[src/rtl/pixel_plot_sink.sv]
// Receiving end of the GUI pixel interface: range-checks plot strobes, queues them
// in a small FIFO and drains them to the framebuffer write port; also runs clear sweeps.
module pixel_plot_sink #(
   parameter int unsigned WIDTH          = 160,
   parameter int unsigned HEIGHT         = 120,
   parameter int unsigned DEPTH          = 4,
   parameter logic [2:0]  CLEAR_COLOUR   = 3'b111,
   parameter bit          CLEAR_ON_RESET = 1'b1
) (
   input  logic        clock,
   input  logic        reset,
   input  logic [2:0]  colour,
   input  logic [7:0]  x,
   input  logic [6:0]  y,
   input  logic        plot,
   input  logic        clear_req,
   input  logic        mem_grant,
   output logic [14:0] mem_addr,
   output logic [2:0]  mem_data,
   output logic        mem_we,
   output logic        busy,
   output logic        clear_done,
   output logic        fifo_full,
   output logic [7:0]  oob_count,
   output logic [7:0]  ovf_count
);

   localparam int unsigned PW        = $clog2(DEPTH);
   localparam logic [PW:0] DEPTH_C   = (PW+1)'(DEPTH);
   localparam logic [14:0] LAST_ADDR = 15'(WIDTH * HEIGHT - 1);

   typedef enum logic [1:0] {ST_INIT, ST_RUN, ST_CLEAR} state_t;

   typedef struct packed {
      logic [14:0] addr;
      logic [2:0]  col;
   } entry_t;

   entry_t      fifo_q [DEPTH];
   entry_t      fifo_d [DEPTH];
   logic [PW-1:0] rd_ptr_q, rd_ptr_d, wr_ptr_q, wr_ptr_d;
   logic [PW:0]   count_q, count_d;
   state_t      state_q, state_d;
   logic [14:0] sweep_q, sweep_d;
   logic        mem_we_q, mem_we_d, busy_q, busy_d;
   logic [14:0] mem_addr_q, mem_addr_d;
   logic [2:0]  mem_data_q, mem_data_d;
   logic [7:0]  oob_q, oob_d, ovf_q, ovf_d;

   logic   in_range, pop, push;
   entry_t new_entry, head_d;

   always_comb begin
      in_range       = (32'(x) < WIDTH) && (32'(y) < HEIGHT);
      new_entry.addr = 15'(32'(y) * WIDTH + 32'(x));
      new_entry.col  = colour;

      pop  = (state_q == ST_RUN) && mem_we_q && mem_grant;
      push = plot && in_range && ((count_q < DEPTH_C) || pop);

      fifo_d = fifo_q;
      if (push) fifo_d[wr_ptr_q] = new_entry;
      rd_ptr_d = rd_ptr_q + PW'(pop);
      wr_ptr_d = wr_ptr_q + PW'(push);
      count_d  = count_q + (PW+1)'(push) - (PW+1)'(pop);

      // Next head bypasses the array when it is the entry being written this edge.
      head_d = (push && (rd_ptr_d == wr_ptr_q)) ? new_entry : fifo_q[rd_ptr_d];

      oob_d = oob_q;
      ovf_d = ovf_q;
      if (plot && !in_range && (oob_q != 8'hFF)) oob_d = oob_q + 8'd1;
      if (plot && in_range && !push && (ovf_q != 8'hFF)) ovf_d = ovf_q + 8'd1;

      state_d = state_q;
      sweep_d = sweep_q;
      case (state_q)
         ST_INIT: begin
            state_d = CLEAR_ON_RESET ? ST_CLEAR : ST_RUN;
            sweep_d = '0;
         end
         ST_RUN: begin
            if (clear_req && !mem_we_q) begin
               state_d = ST_CLEAR;
               sweep_d = '0;
            end
         end
         ST_CLEAR: begin
            if (mem_grant) begin
               if (sweep_q == LAST_ADDR) state_d = ST_RUN;
               else                      sweep_d = sweep_q + 15'd1;
            end
         end
         default: state_d = ST_INIT;
      endcase

      busy_d     = (state_d == ST_CLEAR);
      mem_addr_d = mem_addr_q;
      mem_data_d = mem_data_q;
      if (state_d == ST_CLEAR) begin
         mem_we_d   = 1'b1;
         mem_addr_d = sweep_d;
         mem_data_d = CLEAR_COLOUR;
      end else if (count_d != '0) begin
         mem_we_d   = 1'b1;
         mem_addr_d = head_d.addr;
         mem_data_d = head_d.col;
      end else begin
         mem_we_d   = 1'b0;
      end
   end

   always_ff @(posedge clock or negedge reset) begin
      if (!reset) begin
         for (int unsigned i = 0; i < DEPTH; i++) fifo_q[i] <= '0;
         rd_ptr_q   <= '0;
         wr_ptr_q   <= '0;
         count_q    <= '0;
         state_q    <= ST_INIT;
         sweep_q    <= '0;
         mem_we_q   <= 1'b0;
         busy_q     <= 1'b0;
         mem_addr_q <= '0;
         mem_data_q <= '0;
         oob_q      <= '0;
         ovf_q      <= '0;
      end else begin
         fifo_q     <= fifo_d;
         rd_ptr_q   <= rd_ptr_d;
         wr_ptr_q   <= wr_ptr_d;
         count_q    <= count_d;
         state_q    <= state_d;
         sweep_q    <= sweep_d;
         mem_we_q   <= mem_we_d;
         busy_q     <= busy_d;
         mem_addr_q <= mem_addr_d;
         mem_data_q <= mem_data_d;
         oob_q      <= oob_d;
         ovf_q      <= ovf_d;
      end
   end

   assign mem_we     = mem_we_q;
   assign mem_addr   = mem_addr_q;
   assign mem_data   = mem_data_q;
   assign busy       = busy_q;
   assign fifo_full  = (count_q == DEPTH_C);
   assign oob_count  = oob_q;
   assign ovf_count  = ovf_q;
   assign clear_done = (state_q == ST_CLEAR) && mem_grant && (sweep_q == LAST_ADDR);

endmodule

[config.mk]
export PLATFORM = sky130hd
export DESIGN_NAME = pixel_plot_sink
export DESIGN_NICKNAME = d
export VERILOG_FILES = /design/src/rtl/pixel_plot_sink.sv
export SDC_FILE = /design/constraint.sdc
export NUM_CORES = 1
export LEC_CHECK = 0
export CORE_ASPECT_RATIO = 0.9
export CORE_UTILIZATION = 55
export DETAILED_ROUTE_END_ITERATION = 7
export PLACE_DENSITY = 0.76
export SLEW_MARGIN = 30
export SYNTH_ARGS = -nofsm -noshare
export SYNTH_HDL_FRONTEND = slang
export SYNTH_SLANG_ARGS = --single-unit
[constraint.sdc]
create_clock -name clock -period 4.2 [get_ports clock]
set_input_delay 1.26 -clock clock [delete_from_list [all_inputs] [get_ports clock]]
set_output_delay 1.26 -clock clock [all_outputs]
set_load 0.02 [all_outputs]
==> summary.txt, run 1 <==
status - finished clean
Critical Path Sink Type - output port
Die Y-Extent - 108 um
vias in the first global route - 5,183
CTS Root Cell - clkbuf_16
clk_lat worst skew - 0.42 ns
Setup crit start kind - input port
ANT cells - 0
Worst EP required - 2.94 ns
PortBufs - 60
DR WL/cell - 18.7 um
I/O pin count - 61
routability cong. - 0.930
Clock Skew - 0.00886 ns
minimum clock period - 4.04 ns
final hold slack - 0.488 ns
Row Count - 38
dpl hpwl - 10,700 um
Num CTS Buffers - 17
first-pass GRT wire length - 25,800 um
fmax - 247 MHz
largest net degree at the start of global routing - 105
H-Tree Depth - 4
Slew Limit Fails - 0
Initial Util - 0.566
Reg area - 3300 um2
Post-DRT Antenna Nets - 0
area of the multi-input gates - 3340 um2
most instantiated cells after synthesis - dfrtp_1 (132), mux2_2 (59), o21ai_0 (34)
pwr/cell area - 625 nW/um2
share of the synthesized area in the top cell type - 0.483
Synth Flop Type - dfrtp_1
number of remaining DRC errors - 0
FFs w/ async S/R, synth - 1.00
post-synthesis cell count - 584
Util after Layout - 0.706
final hold violation count - 0
YS warnings - 0
Bufs on Longest Clock Path - 2
Placed Instance Area - 7880 um2
number of max-cap violations - 0
# fillers - 853
Placed Instances - 817
#FFs+latches synth - 132
vias - 5,157
GRT Total Usage - 0.263
DIE AREA - 12,900 um2
leading area contributor after synthesis - dfrtp_1
Post-synth EDFFs - 0
top post-synthesis cells by area - dfrtp_1 (48%), mux2_2 (9.7%), mux4_2 (5.9%)
Slew HR - 0.575
Die X - 120 um
Worst Tran Pin Value - 0.638 ns
non-filler cells, final - 851
setup_tns - 0 ns
Layout area overhead - 24.8%
WP data arrival - 2.78 ns
Congestion Overflow GR - 0
DRT Pass-1 Iters - 5
final setup vio count - 0
Netlist cell types - 62
worst-path fanout max - 3
1st-iter DRT viols - 341
Place WS - -0.175 ns
clock-pin transition on the worst setup and hold timing paths - 0.06 ns
syn_nets - 630
Max VDD drop - 381 uV
Post-Route WL - 15,900 um
share of cells above drive strength 1 - 0.255
core area - 12,100 um2
total power - 5.33 mW
initial antenna violation count - 0
leakage power - 3.67 nW
Mapped Avg Cell Area - 11.7 um2
CP Class - input port to output port
top-count cell post-synth - dfrtp_1
clock sink count - 132
HP Class - flop to flop
Final Cell Area - 8530 um2
Mapped Area - 6840 um2
nets - 724
drt via density - 6.06
sequential share of the synthesized area - 0.483
Setup WS post-layout - 0.156 ns
final worst-path cycle share - 0.963
TritonCTS clock tree - yes
## final timing paths
check | startpoint | to | slack (ns) | cells past startpoint
setup / recovery | mem_grant | clear_done | 0.16 | 5
hold / removal | fifo_q[12]$_DFFE_PN0P_ | fifo_q[12]$_DFFE_PN0P_ | 0.49 | 2
setup reg to reg | state_q[1]$_DFF_PN0_ | mem_addr[13]$_DFFE_PN0P_ | 0.82 | 14
hold reg to reg | fifo_q[12]$_DFFE_PN0P_ | fifo_q[12]$_DFFE_PN0P_ | 0.49 | 2
max in group asynchronous | reset | fifo_q[12]$_DFFE_PN0P_ | 2.53 | 2
min in group asynchronous | reset | ovf_count[3]$_DFFE_PN0P_ | 0.77 | 1
## repair_timing
action | CTS | global route
pin swaps | 0 | 1
setup buffers | 0 | 2
hold endpoints to repair | 0 | 0
resized for setup | 1 | 0
setup endpoints to repair | 1 | 1
hold buffers | 0 | 0
## routing by layer
metal	vias up	GRT usage	wire, um
met5	-	0	0
met4	0	0.0964	283
met3	30	0.0519	640
met2	154	0.431	7910
met1	2649	0.348	7070
li1	2324	-	-
## sequential cells by signal, indices dropped and copies added, names as in the netlist
| signal | count |
|---|---|
| busy | 1 |
| count_q | 3 |
| fifo_q | 72 |
| mem_addr | 15 |
| mem_data | 3 |
| mem_we | 1 |
| oob_count | 8 |
| ovf_count | 8 |
| rd_ptr_q | 2 |
| state_q | 2 |
| sweep_q | 15 |
| wr_ptr_q | 2 |
## worst max-delay path, stage by stage
cell             delay (ns)
clkdlybuf4s50_1        0.52
nand3_1                0.10
or3_1                  0.35
nor3_1                 0.19
dlygate4sd2_1          0.37
## power breakdown
part / switching, mW / total [mW] / internal, mW
clock network: 0.603 / 1.62 / 1.01
registers: 0.327 / 2.06 / 1.74
logic: 0.772 / 1.65 / 0.883
total: 1.70 / 5.33 / 3.63
## logic make-up (layout without fill, tap and decap cells)
| kind of cell | after synthesis | in the layout | synth area share |
|---|---|---|---|
| AND/OR/NAND/NOR | 141 | 141 | 0.109 |
| flip-flops | 132 | 132 | 0.483 |
| AO/OA/AOI/OAI | 120 | 120 | 0.112 |
| multiplexers | 80 | 80 | 0.161 |
| buffers and inverters | 48 | 155 | 0.0320 |
| XOR/XNOR | 40 | 40 | 0.0576 |
| adder cells (fa/ha/maj) | 23 | 23 | 0.0454 |
## cell usage in the layout (no fill, tap or decap), types with 3 or more instances in the layout
cell / n
nand2_2: 4
a21o_1: 9
nand2_1: 27
mux2_2: 59
buf_12: 4
inv_1: 16
nor4_1: 3
nor2b_1: 13
nor2_1: 27
xnor2_1: 18
dfrtp_1: 132
buf_4: 41
nand4_1: 12
nor3_1: 8
mux2i_1: 3
and3_1: 8
fa_1: 3
clkbuf_16: 17
a211oi_1: 10
ha_1: 20
o31ai_1: 6
o21ai_0: 34
inv_6: 6
nand3_1: 20
nand2b_1: 3
a21oi_1: 30
xor2_2: 5
mux4_2: 18
xor2_1: 16
bufinv_16: 4
o22ai_1: 10
o21a_1: 5
clkdlybuf4s50_1: 58
## area by class of cell
class                           instances  share of cell area
Clock buffer                           18              0.0503
Clock inverter                         14              0.0246
Inverter                               19             0.00836
Multi-Input combinational cell        404               0.391
Sequential cell                       132               0.387
Tap cell                              160              0.0235
Timing Repair Buffer                  104               0.115
(Power assumes the default switching activity.)
==> inputs of run 2 (changes only) <==
--- a/config.mk
+++ b/config.mk
@@ -5,10 +5,11 @@
 export SDC_FILE = /design/constraint.sdc
 export NUM_CORES = 1
 export LEC_CHECK = 0
+export ABC_AREA = 0
 export CORE_ASPECT_RATIO = 0.9
 export CORE_UTILIZATION = 55
 export DETAILED_ROUTE_END_ITERATION = 7
-export PLACE_DENSITY = 0.76
+export PLACE_DENSITY = 0.79
 export SLEW_MARGIN = 30
 export SYNTH_ARGS = -nofsm -noshare
 export SYNTH_HDL_FRONTEND = slang
==> summary.txt, run 2 (synthesis results as in run 1) <==
status - finished clean
Worst Tran Pin Value - 0.839 ns (+0.201 ns)
Critical Path Sink Type - flop
minimum clock period - 4.06 ns (+0.0168 ns)
dpl hpwl - 11,000 um (+2.5%)
most flop-heavy register - fifo_q
Util after Layout - 0.702 (-0.00466)
CTS Root Cell - clkbuf_16
routability cong. - 0.847 (-8.9%)
initial antenna violation count - 0 (unchanged)
# fillers - 868 (+1.8%)
cts hold-fix bufs - 0 (unchanged)
clock sink count - 132 (unchanged)
Worst Hold End - oob_count[7]$_DFFE_PN0P_
H-Tree Depth - 4 (unchanged)
pwr/cell area - 613 nW/um2 (-2.0%)
Clock Power Share - 0.272 (-0.031)
Post-Route WL - 16,300 um (+2.4%)
DRT Pass-1 Iters - 6 (+1)
critical path's top delay family - adder cells
clk_lat worst skew - 0.42 ns (about the same)
Worst Path Buf+Inv - 1 (-1)
Clock Skew - 0.0104 ns (+0.00153 ns)
Die Y-Extent - 108 um (unchanged)
post-CTS setup repair buffer count - 0 (unchanged)
total power - 5.19 mW (-2.6%)
core area - 12,100 um2 (unchanged)
most used cell, CP - ha_1
Setup crit start kind - input port
Max VDD drop - 363 uV (-4.7%)
Comb pwr share - 0.329 (+0.019)
Final Cell Area - 8470 um2 (-0.66%)
Setup WS post-layout - 0.139 ns (-0.0168 ns)
R2R Path End - mem_addr[14]$_DFFE_PN0P_
Placed Instance Area - 7910 um2 (+0.41%)
TritonCTS clock tree - yes
internal power - 3.47 mW (-4.4%)
peak per-stage delay on the critical path - 0.51 ns (about the same)
Bufs on Longest Clock Path - 2 (unchanged)
fraction of power spent switching nets - 0.332 (+0.0126)
PortBufs - 60 (unchanged)
worst r2r path cells - 15 (+1)
final setup vio count - 0 (unchanged)
number of remaining DRC errors - 0 (unchanged)
I/O pin count - 61 (unchanged)
number of max-cap violations - 0 (unchanged)
register share of total power - 0.399 (+0.012)
Num CTS Buffers - 17 (unchanged)
final hold slack - 0.496 ns (+0.00737 ns)
vias - 5,101 (-1.1%)
Layout area overhead - 23.9%
share of cells above drive strength 1 - 0.259 (+0.00392)
DR WL/cell - 19.0 um (+1.8%)
WP data arrival - 4.36 ns (+1.58 ns)
first-pass GRT wire length - 26,400 um (+2.5%)
Post-DRT Antenna Nets - 0 (unchanged)
drt via density - 5.96 (-1.7%)
fmax - 246 MHz (-0.41%)
vias in the first global route - 5,274 (+1.8%)
Initial Util - 0.566 (unchanged)
final hold violation count - 0 (unchanged)
reg2reg start - state_q[1]$_DFF_PN0_
Congestion Overflow GR - 0 (unchanged)
Die X - 120 um (unchanged)
R2R setup slack - 0.84 ns (+0.02 ns)
Placed Instances - 824 (+0.86%)
largest net degree at the start of global routing - 67 (-36%)
Slew HR - 0.441 (-0.134)
worst-path fanout max - 5 (+2)
CP max-delay cell - clkdlybuf4s50_1
1st-iter DRT viols - 400 (+17%)
RSZ-0062 raised after global routing - no
max reg flops - 72 (unchanged)
commonest non-fill, non-tap cell in the layout - dfrtp_1
Row Count - 38 (unchanged)
GRT Total Usage - 0.269 (+0.00686)
non-filler cells, final - 856 (+0.59%)
leakage power - 3.64 nW (-0.75%)
CP Class - input port to flop
HP Start - oob_count[7]$_DFFE_PN0P_
Sw Pwr - 1.72 mW (+1.2%)
commonest cells after routing, fill and taps aside - dfrtp_1 (132), mux2_2 (59), clkdlybuf4s50_1 (58), buf_4 (47), o21ai_0 (34)
setup_tns - 0 ns (unchanged)
Cells on Worst Hold Path - 1 (-1)
HP Class - flop to flop
nets - 729 (+0.69%)
ANT cells - 0 (unchanged)
clock-pin transition on the worst setup and hold timing paths - 0.06 ns (about the same)
Slew Limit Fails - 0 (unchanged)
DIE AREA - 12,900 um2 (unchanged)
critical path, cell by cell - clkdlybuf4s50_1, ha_1, ha_1, fa_1, a21o_1, a21oi_1, xnor2_1, nor3_1, xnor3_1, mux2_2
final worst-path cycle share - 0.967 (+0.00399)
Place WS - -0.264 ns (-0.0887 ns)
Worst EP required - 4.50 ns (+1.56 ns)
[run 2: cell type report]
type                            instances  area (um2)  area share
Multi-Input combinational cell        404        3340       0.394
Sequential cell                       132        3300       0.390
Timing Repair Buffer                  109        1000       0.118
Clock buffer                           19         433      0.0511
Tap cell                              160         200      0.0236
Clock inverter                         13         128      0.0151
Inverter                               19        71.3     0.00842
[run 2: power by group through the flow]
stage,Combinational (mW),Clock [mW],Sequential [mW]
after floorplan,1.02,0,2.06
after global placement,1.60,0,2.03
after detailed placement,1.67,0,2.08
after CTS,1.70,1.43,2.07
after global routing,1.85,1.49,2.13
final,1.71,1.41,2.07
[run 2: worst max path at each step]
| stage | depth (start not counted) | endpoint | start | slack (ns) |
|---|---|---|---|---|
| floorplan | 12 | mem_addr[8]$_DFFE_PN0P_ | x[6] | 0.17 |
| global placement | 14 | mem_addr[4]$_DFFE_PN0P_ | mem_grant | -0.18 |
| detailed placement | 14 | mem_addr[6]$_DFFE_PN0P_ | mem_grant | -0.26 |
| CTS | 14 | mem_addr[6]$_DFFE_PN0P_ | mem_grant | 0.10 |
| global route | 10 | mem_addr[13]$_DFFE_PN0P_ | y[3] | 0.01 |
| finish | 10 | fifo_q[70]$_DFFE_PN0P_ | y[3] | 0.14 |
[run 2: per-layer routing]
metal  vias to the layer above  wire [um]  GRT usage  part of all wire
met2                       169       8160      0.448              0.50
met3                        37        856     0.0535             0.053
met4                         0        385      0.107             0.024
li1                       2333          -          -                 -
met1                      2562       6870      0.349              0.42
met5                         -          0          0                 0
[run 2: timing repair]
action / CTS / global route
setup endpoints to repair: 1 / 3
gates resized for setup: 1 / 1
pin swaps: 0 / 0
==> inputs of run 3 (changes only) <==
==> constraint.sdc (replaced) <==
create_clock -name clock -period 4.2 [get_ports clock]
set_input_delay 0.84 -clock clock [delete_from_list [all_inputs] [get_ports clock]]
set_output_delay 0.84 -clock clock [all_outputs]
set_load 0.02 [all_outputs]
==> summary.txt, run 3 (synthesis results as in run 1) <==
Die X - 120 um (unchanged)
max reg flops - 72 (unchanged)
Critical Path Sink Type - flop
WP data arrival - 4.07 ns (-0.29 ns)
Clock Skew - 0.00752 ns (-0.00288 ns)
peak per-stage delay on the critical path - 0.55 ns (+0.04 ns)
Worst Tran Pin Value - 0.796 ns (-0.0429 ns)
setup_tns - 0 ns (unchanged)
number of remaining DRC errors - 0 (unchanged)
most flop-heavy register - fifo_q
Post-Route WL - 15,400 um (-5.6%)
HP Class - input port to async pin
clock sink count - 132 (unchanged)
pwr/cell area - 633 nW/um2 (+3.2%)
DR WL/cell - 18.7 um (-1.8%)
Layout area overhead - 21.1%
PortBufs - 60 (unchanged)
critical path, cell by cell - clkdlybuf4s50_1, nand4_1, o2111ai_4, ha_1, inv_1, ha_1, fa_1, xnor2_1, xnor2_1, or3_1, o21ai_0, o21ai_0, o21a_1
Setup crit start kind - input port
commonest non-fill, non-tap cell in the layout - dfrtp_1
status - finished clean
worst-path fanout max - 17 (+12)
1st-iter DRT viols - 327 (-18%)
clock-pin transition on the worst setup and hold timing paths - 0.06 ns (about the same)
share of cells above drive strength 1 - 0.222 (-0.0369)
Post-CTS Resized - 0 (-1)
Util after Layout - 0.686 (-0.0162)
commonest cells after routing, fill and taps aside - dfrtp_1 (132), mux2_2 (59), clkdlybuf4s50_1 (59), o21ai_0 (34), a21oi_1 (30)
dpl hpwl - 10,400 um (-5.0%)
final hold violation count - 0 (unchanged)
Slew HR - 0.469 (+0.0286)
clk_lat worst skew - 0.41 ns (about the same)
post-CTS setup repair buffer count - 0 (unchanged)
fmax - 265 MHz (+7.6%)
vias in the first global route - 4,952 (-6.1%)
Die Y-Extent - 108 um (unchanged)
Congestion Overflow GR - 0 (unchanged)
minimum clock period - 3.77 ns (-0.287 ns)
ANT cells - 0 (unchanged)
I/O pin count - 61 (unchanged)
Row Count - 38 (unchanged)
largest net degree at the start of global routing - 74 (+10%)
Post-DRT Antenna Nets - 0 (unchanged)
Critical path origin - y[6]
drt via density - 5.90 (-1.1%)
H-Tree Depth - 4 (unchanged)
leakage power - 3.52 nW (-3.4%)
core area - 12,100 um2 (unchanged)
RSZ-0062 raised after global routing - no
Max VDD drop - 398 uV (+9.7%)
Worst EP required - 4.50 ns (about the same)
final worst-path cycle share - 0.899 (-0.0682)
Bufs on Longest Clock Path - 2 (unchanged)
# fillers - 882 (+1.6%)
DRT Pass-1 Iters - 4 (-2)
Initial Util - 0.566 (unchanged)
reg2reg start - state_q[1]$_DFF_PN0_
CTS Root Cell - clkbuf_16
Slew Limit Fails - 0 (unchanged)
nets - 696 (-4.5%)
non-filler cells, final - 823 (-3.9%)
DIE AREA - 12,900 um2 (unchanged)
routability cong. - 0.875 (+3.2%)
final setup vio count - 0 (unchanged)
CP max-delay cell - or3_1
total power - 5.24 mW (+0.83%)
vias - 4,852 (-4.9%)
Placed Instances - 791 (-4.0%)
cts hold-fix bufs - 0 (unchanged)
TritonCTS clock tree - yes
number of max-cap violations - 0 (unchanged)
initial antenna violation count - 0 (unchanged)
GRT Total Usage - 0.258 (-0.0119)
CP Class - input port to flop
Num CTS Buffers - 17 (unchanged)
first-pass GRT wire length - 25,200 um (-4.8%)
==> run 3: final cells by class <==
| class | instances | area (um2) | area share |
|---|---|---|---|
| multi-input combinational | 404 | 3330 | 0.402 |
| sequential | 132 | 3300 | 0.399 |
| timing repair buffer | 76 | 743 | 0.0898 |
| clock buffer | 18 | 429 | 0.0518 |
| clock inverter | 14 | 200 | 0.0242 |
| tap | 160 | 200 | 0.0242 |
| inverter | 19 | 71.3 | 0.00861 |
==> run 3: path summary, 6_finish.rpt <==
path / endpoint / slack, ns / depth (start not counted)
worst min register to register: fifo_q[12]$_DFFE_PN0P_ / 0.50 / 2
max in group asynchronous: ovf_count[0]$_DFFE_PN0P_ / 2.87 / 2
min in group clock: fifo_q[12]$_DFFE_PN0P_ / 0.50 / 2
worst max register to register: mem_addr[12]$_DFFE_PN0P_ / 0.68 / 14
worst max-delay path: mem_addr[12]$_DFFE_PN0P_ / 0.43 / 13
worst min-delay path: fifo_q[25]$_DFFE_PN0P_ / 0.50 / 1
==> run 3: stage by stage <==
| stage | instance area [um2] | worst slack, ns | hold slack [ns] |
|---|---|---|---|
| 6_report | 8280 | 0.426 | 0.496 |
| 5_1_grt | 8280 | 0.115 | 0.506 |
| 4_1_cts | 8280 | 0.449 | 0.499 |
| 3_5_place_dp | 7650 | 0.0951 | 0.482 |
| 3_3_place_gp | 7650 | 0.144 | 0.461 |
| 2_1_floorplan | 6840 | 0.591 | 0.445 |
==> run 3: routing by layer <==
metal  share of wire  GRT usage  wire [um]  up-vias
li1                -          -          -     2263
met1            0.44      0.341       6720     2445
met2            0.51      0.429       7790      128
met3           0.044     0.0530        678       16
met4           0.011     0.0759        174        0
met5               0          0          0        -
==> run 3: power breakdown <==
| group | internal, mW | leakage, nW | total, mW | switching, mW |
|---|---|---|---|---|
| clock | 1.00 | 0.298 | 1.58 | 0.574 |
| sequential | 1.74 | 1.63 | 2.06 | 0.327 |
| combinational | 0.832 | 1.59 | 1.60 | 0.768 |
==> run 3: worst max-delay path, delay by kind of cell <==
kind / cells / cell delay [ns]
adder cells (fa/ha/maj): 3 / 0.87
AND/OR/NAND/NOR: 2 / 0.80
AO/OA/AOI/OAI: 4 / 0.68
buffers and inverters: 2 / 0.55
XOR/XNOR: 2 / 0.32
